[src/rtl/alu_pkg.sv]
// Shared definitions for the 8-bit ALU issue path: opcodes, widths and
// the issue FSM state encoding.
package alu_pkg;

    localparam int DATA_W = 8;
    localparam int OP_W   = 3;

    localparam logic [OP_W-1:0] OP_NOP   = 3'd0;
    localparam logic [OP_W-1:0] OP_ADD   = 3'd1;
    localparam logic [OP_W-1:0] OP_MUL   = 3'd2;
    localparam logic [OP_W-1:0] OP_SUB   = 3'd3;
    localparam logic [OP_W-1:0] OP_SHIFT = 3'd4;

    typedef enum logic [1:0] {
        IDLE = 2'd0,
        EXEC = 2'd1,
        RESP = 2'd2
    } state_t;

endpackage

[src/rtl/alu_op_decode.sv]
// Legal-opcode check for the ALU. Pure combinational; also used by the
// control path to pre-screen requests.
import alu_pkg::*;

module alu_op_decode (
    input  logic [OP_W-1:0] op,
    output logic            legal
);

    // Only add, mul, sub and shift reach the ALU.
    always_comb begin
        legal = 1'b0;
        case (op)
            OP_ADD, OP_MUL, OP_SUB, OP_SHIFT: legal = 1'b1;
            default:                          legal = 1'b0;
        endcase
    end

endmodule

[src/rtl/alu_issue.sv]
// Issue stage for the 8-bit ALU: accepts one request, drives the ALU for
// one execute phase, then holds the result until the consumer takes it.
// Optional zero flag output enabled by defining ALU_ISSUE_ZERO_EN.
//
// state | meaning
// IDLE  | ready for a request
// EXEC  | ALU driven with registered op/operands, waiting for AluValid_i
// RESP  | result held with ResValid_o until ResReady_i
import alu_pkg::*;

module alu_issue (
    input  logic              clk,
    input  logic              rstn,
    input  logic [OP_W-1:0]   Op_i,
    input  logic [DATA_W-1:0] A_i,
    input  logic [DATA_W-1:0] B_i,
    input  logic              Valid_i,
    output logic              Ready_o,
    output logic [OP_W-1:0]   Sel_o,
    output logic [DATA_W-1:0] D0_o,
    output logic [DATA_W-1:0] D1_o,
    input  logic [DATA_W-1:0] Q_i,
    input  logic              AluValid_i,
    output logic [DATA_W-1:0] Res_o,
    output logic              ResValid_o,
    input  logic              ResReady_i,
`ifdef ALU_ISSUE_ZERO_EN
    output logic              Zero_o,
`endif
    output logic              Err_o
);

    state_t            state_q;
    logic [OP_W-1:0]   op_q;
    logic [DATA_W-1:0] a_q;
    logic [DATA_W-1:0] b_q;
    logic [DATA_W-1:0] res_q;
    logic              err_q;
    logic              op_legal;
    logic              accept;

    alu_op_decode u_op_decode (
        .op    (Op_i),
        .legal (op_legal)
    );

    assign accept = (state_q == IDLE) && Valid_i;

    // Issue FSM: illegal requests skip the ALU and respond directly.
    always_ff @(posedge clk or negedge rstn) begin
        if (!rstn) begin
            state_q <= IDLE;
        end else begin
            case (state_q)
                IDLE:    if (Valid_i)    state_q <= op_legal ? EXEC : RESP;
                EXEC:    if (AluValid_i) state_q <= RESP;
                RESP:    if (ResReady_i) state_q <= IDLE;
                default:                 state_q <= IDLE;
            endcase
        end
    end

    // Request capture; operands stay on D0_o/D1_o until the next accept.
    always_ff @(posedge clk or negedge rstn) begin
        if (!rstn) begin
            op_q <= '0;
            a_q  <= '0;
            b_q  <= '0;
        end else if (accept) begin
            op_q <= Op_i;
            a_q  <= A_i;
            b_q  <= B_i;
        end
    end

    // Result capture: ALU output for legal ops, zero plus error otherwise.
    always_ff @(posedge clk or negedge rstn) begin
        if (!rstn) begin
            res_q <= '0;
            err_q <= 1'b0;
        end else if (accept && !op_legal) begin
            res_q <= '0;
            err_q <= 1'b1;
        end else if ((state_q == EXEC) && AluValid_i) begin
            res_q <= Q_i;
            err_q <= 1'b0;
        end
    end

`ifdef ALU_ISSUE_ZERO_EN
    logic zero_q;

    // Zero flag registered alongside the result it describes.
    always_ff @(posedge clk or negedge rstn) begin
        if (!rstn) begin
            zero_q <= 1'b1;
        end else if (accept && !op_legal) begin
            zero_q <= 1'b1;
        end else if ((state_q == EXEC) && AluValid_i) begin
            zero_q <= (Q_i == '0);
        end
    end

    assign Zero_o = zero_q;
`endif

    assign Ready_o    = (state_q == IDLE);
    assign ResValid_o = (state_q == RESP);
    assign Sel_o      = (state_q == EXEC) ? op_q : '0;
    assign D0_o       = a_q;
    assign D1_o       = b_q;
    assign Res_o      = res_q;
    assign Err_o      = err_q;

endmodule

[config.mk]
export PLATFORM = sky130hd
export DESIGN_NAME = alu_issue
export DESIGN_NICKNAME = d
export VERILOG_FILES = /design/src/rtl/alu_pkg.sv /design/src/rtl/alu_op_decode.sv /design/src/rtl/alu_issue.sv
export SDC_FILE = /design/constraint.sdc
export NUM_CORES = 1
export LEC_CHECK = 0
export BUFFER_PORTS_ARGS = -buffer_cell sky130_fd_sc_hd__buf_2
export CAP_MARGIN = 10
export CORE_MARGIN = 2
export CORE_UTILIZATION = 50
export CTS_BUF_LIST = sky130_fd_sc_hd__clkbuf_8
export DETAILED_ROUTE_END_ITERATION = 8
export GPL_ROUTABILITY_DRIVEN = 0
export HOLD_SLACK_MARGIN = 0.02
export PLACE_DENSITY = 0.95
export SLEW_MARGIN = 20
export SYNTH_ARGS = -nofsm -noshare
export SYNTH_HDL_FRONTEND = slang
export SYNTH_HIERARCHICAL = 1
export SYNTH_SLANG_ARGS = --single-unit
[constraint.sdc]
create_clock -name clk -period 2.3 [get_ports clk]
set_clock_uncertainty 0.1 [all_clocks]
set_input_delay 0.46 -clock clk [delete_from_list [all_inputs] [get_ports clk]]
set_output_delay 0.46 -clock clk [all_outputs]
set_load 0.01 [all_outputs]
# == Yosys cells after proc, flatten, opt, wreduce, memory -nomap -nowiden ==
# Index checks and enable logic that the tools add are counted.
# Widths: inputs -> output; s select.
# classes
n_eq_ne,9
mux,11
n_reduce_logical,8
# op_table
op,n
$mux 8,2
$mux 2,4
$eq 3x2->1 const B,2
$pmux 2 s3,1
$ne 2x2->1 const B,2
$reduce_or 4->1,1
$eq 3x1->1 const B,1
$eq 3x3->1 const B,1
$logic_and 1x1->1,3
$mux 1,3
$mux 3,1
$reduce_and 3->1,1
$eq 2x1->1 const B,1
$eq 2x2->1 const B,1
$logic_not 2->1,1
$ne 2x1->1 const B,1
$reduce_bool 2->1,1
$logic_not 1->1,1
# totals
regBits,30
in_bits,32
out_inout_bits,30
elab_cells,34

# == Longest topological paths before layout ==
# depth
word_depth,6
ltp_mapped,5
depth_no_buf,5

# == Hierarchy ==
# Netlist, hierarchy kept.
# modules_own_cells
module,instances,cells_per_inst,area_each_um2,seq_area_each_um2
alu_issue,1,93,1260.0,750.7
alu_op_decode,1,2,15.0,0.0

# == Least setup slack after synthesis ==
# Ideal clock, no wire load.
# synth_path
path_kind,reg2out
startpoint,register state_q[1]
endpoint,output port Sel_o[0]
t_arrival_ns,0.967
required_time_ns,1.740
slack_ns,0.773
stages_incl_launch_ff,4
n_path_buf,1
path_cell_list,dfrtp_1 and2b_1 buf_2 and2_1
# synth_between
elab_chain_cells,2
# synth_lines
item,line,text
"start, declared",alu_issue.sv:33,state_t state_q;
"start signal, assigned",alu_issue.sv:55,IDLE: if (Valid_i) state_q <= op_legal ? EXEC : RESP;
$eq 2x1->1,alu_issue.sv:109,assign Sel_o = (state_q == EXEC) ? op_q : '0;
$mux 3,alu_issue.sv:109,
"end, declared",alu_issue.sv:19,"output logic [OP_W-1:0] Sel_o,"
# Every way passes these cells.

# == Final worst setup path ==
# Same ends and word-level chain as after synthesis.

==> out/summary.txt <==
Outcome: completed
Synthesized instance count: 95
HPWL after DPL: 2.10 mm
Period minus WS final: 2.05 ns
Critical path startpoint category: flop
Total GRT Usage: 21.3%
Clk pwr share: 19.2%
Total grt overflow: 0
Clk sinks: 30
First-pass GRT wire length: 4.17 mm
Critical Path Sink Type: output port
Share of cells above drive strength 1: 58.0%
Pwr/cell area: 1330 mW/mm²
Final setup fails: 0
TritonCTS clock tree: yes
Pleak: 0.875 nW
Worst reg2reg path depth: 3
Final Net Count: 193
Largest net degree at the start of global routing: 31
Worst hold path type: primary input to asynchronous set/reset pin
Area leader, netlist: dfrtp_1
Site Rows: 18
Combinational power share: 39.6%
Final core occ: 69.1%
H-tree levels: 2
Total number of vias: 975
Core ar.: 0.00245 mm²
Post-synthesis sequential area ratio: 58.9%
Syn_nets: 127
Worst EP required: 1.74 ns
Tot Pwr: 2.26 mW
Non-filler cells, final: 192
Wire per inst: 15.0 µm
CP max FO: 12
Synth Warn #: 6
FILL cells: 196
Yosys top cell area share: 58.9%
Power share of the sequential group: 41.3%
Netlist cell types: 21
NetSw: 758 µW
Placed Cells: 184
Slew @ Worst Pin: 0.656 ns
Final Cycle Share: 89.3%
Post-synth EDFFs: 0
Number of routed nets with antenna violations: 0
Vias in the first global route: 964
Netlist Area Pre-Place: 0.00127 mm²
Top area cells in the synthesized netlist: dfrtp_1, mux2_4, mux2_2
Clock tree buffer depth: 2
Crit path kind: flop to output port
Internal power consumption: 1.50 mW
Area growth from synthesis to layout: 33.1%
Peak supply drop: 920 µV
Max cap viols: 0
Fmax: 487 MHz
Arr. time, crit path: 1.49 ns
Worst-Skew Late Latency: 0.28 ns
Switching share of power: 33.6%
Starting Density: 51.9%
I/O pins: 62
Critical R2R Capture: D0_o[3]
Antenna violations before repair: 0
Post-CTS setup buffers: 0
Number of clock buffers inserted by TritonCTS: 5
Pre-CTS WS: 0.541 ns
Slew margin rel.: 56.3%
CTS resizes: 0
Die Ht: 54.5 µm
Hold_buf cts: 0
DRC: 0
Setup crit end: Sel_o[0]
Unrepaired setup endpoints after global routing: no
R2R Setup Slk: 0.79 ns
CTS root buffer: clkbuf_8
Die area: 0.00297 mm²
Critical path launch point: state_q[1]
Die Span X: 54.5 µm
Final hold violations: 0
DR vias/cell: 5.08
DRT Pass-1 Iters: 4
Reg2reg start: state_q[1]
Dominant synthesized flop cell: dfrtp_1
Final setup TNS: 0 ns
Yosys reg bits: 30
Most frequent cell after synthesis: dfrtp_1
Top cells by count, synth: dfrtp_1, mux2_2, mux2_4
WL final: 2.88 mm
CTS clock-pin slew for the worst setup and hold paths: 0.07 ns
Share of flip-flops with an asynchronous set or reset: 100%
Iter 0 DRT Violations: 11
Final Max Slew Viols: 0
Final WS setup: 0.246 ns
Mean post-synth cell area: 13.4 µm²
N_diodes: 0
Buffers on Ports: 61
[power by group through the flow]
stage	registers, mW	clock network, mW	logic, mW
final	0.931	0.432	0.893
after CTS	0.931	0.446	0.907
after global routing	0.958	0.470	0.975
after floorplan	1.02	0	0.456
after detailed placement	0.928	0	0.903
after global placement	0.911	0	0.863
[registers in the layout (all words and copies together), names as in the netlist]
signal and count:
Err_o 1, op_q 3, D0_o 8, state_q 2
Res_o 8, D1_o 8
[worst min-delay path by stage]
stage / from / to / slack (ns) / cells after the start
2_1_floorplan: rstn / D0_o[0] / 0.06 / 0
3_3_place_gp: Err_o / Err_o / 0.36 / 1
3_5_place_dp: op_q[1] / op_q[1] / 0.39 / 1
4_1_cts: rstn / D1_o[2] / 0.12 / 1
5_1_grt: rstn / Res_o[2] / 0.15 / 1
6_report: rstn / D1_o[2] / 0.10 / 1
[metrics by stage]
step,hold slack (ns),area [µm²]
finish,0.104,1700
global route,0.146,1700
CTS,0.117,1700
detailed placement,0.386,1600
global placement,0.359,1600
floorplan,0.0644,1270
[layout make-up]
class | instances | area, µm² | area share [%]
Clock buffer | 6 | 82.6 | 4.87
Clock inverter | 2 | 12.5 | 0.737
Inverter | 1 | 3.75 | 0.221
Multi-Input combinational cell | 59 | 482 | 28.4
Sequential cell | 30 | 751 | 44.2
Tap cell | 30 | 37.5 | 2.21
Timing Repair Buffer | 64 | 328 | 19.3
[metal layers]
metal  GRT usage, %  share of wire (%)
met1           21.5                 36
met2           36.1                 53
met3           9.02                7.6
met4           12.9                2.7
met5              0                  0
[cell usage in the layout, fill, tap and decap left out]
master	Yosys	routed
a21o_1	1	1
a21oi_1	8	8
a221o_1	1	1
and2_1	3	3
and2b_1	1	1
buf_2	2	61
buf_4	0	3
clkbuf_8	0	6
clkinv_2	0	1
clkinvlp_4	0	1
dfrtp_1	30	30
inv_1	1	1
mux2_2	10	10
mux2_4	10	10
nand2_1	9	9
nand3_1	8	8
nand3b_1	1	1
nor2_1	2	2
nor2_2	1	1
nor2b_1	2	2
nor3b_4	0	1
xnor2_1	1	1
[worst max-delay path: stages (launching register included)]
cell and delay [ns]:
dfrtp_1 0.44, and2b_1 0.46, and2_1 0.19, buf_2 0.12
[logic make-up (layout without fill, tap and decap cells)]
group                     count (synthesis)  after routing  synth area share (%)
DFF                                      30             30                  58.9
AOI/OAI and AO/OA                        10             10                  4.51
xor gates and xnor gates                  1              1                 0.687
muxes                                    20             20                  20.6
buffers and inverters                     6             73                  3.83
and+or+nand+nor                          28             28                  11.5
(Power assumes the default switching activity.)
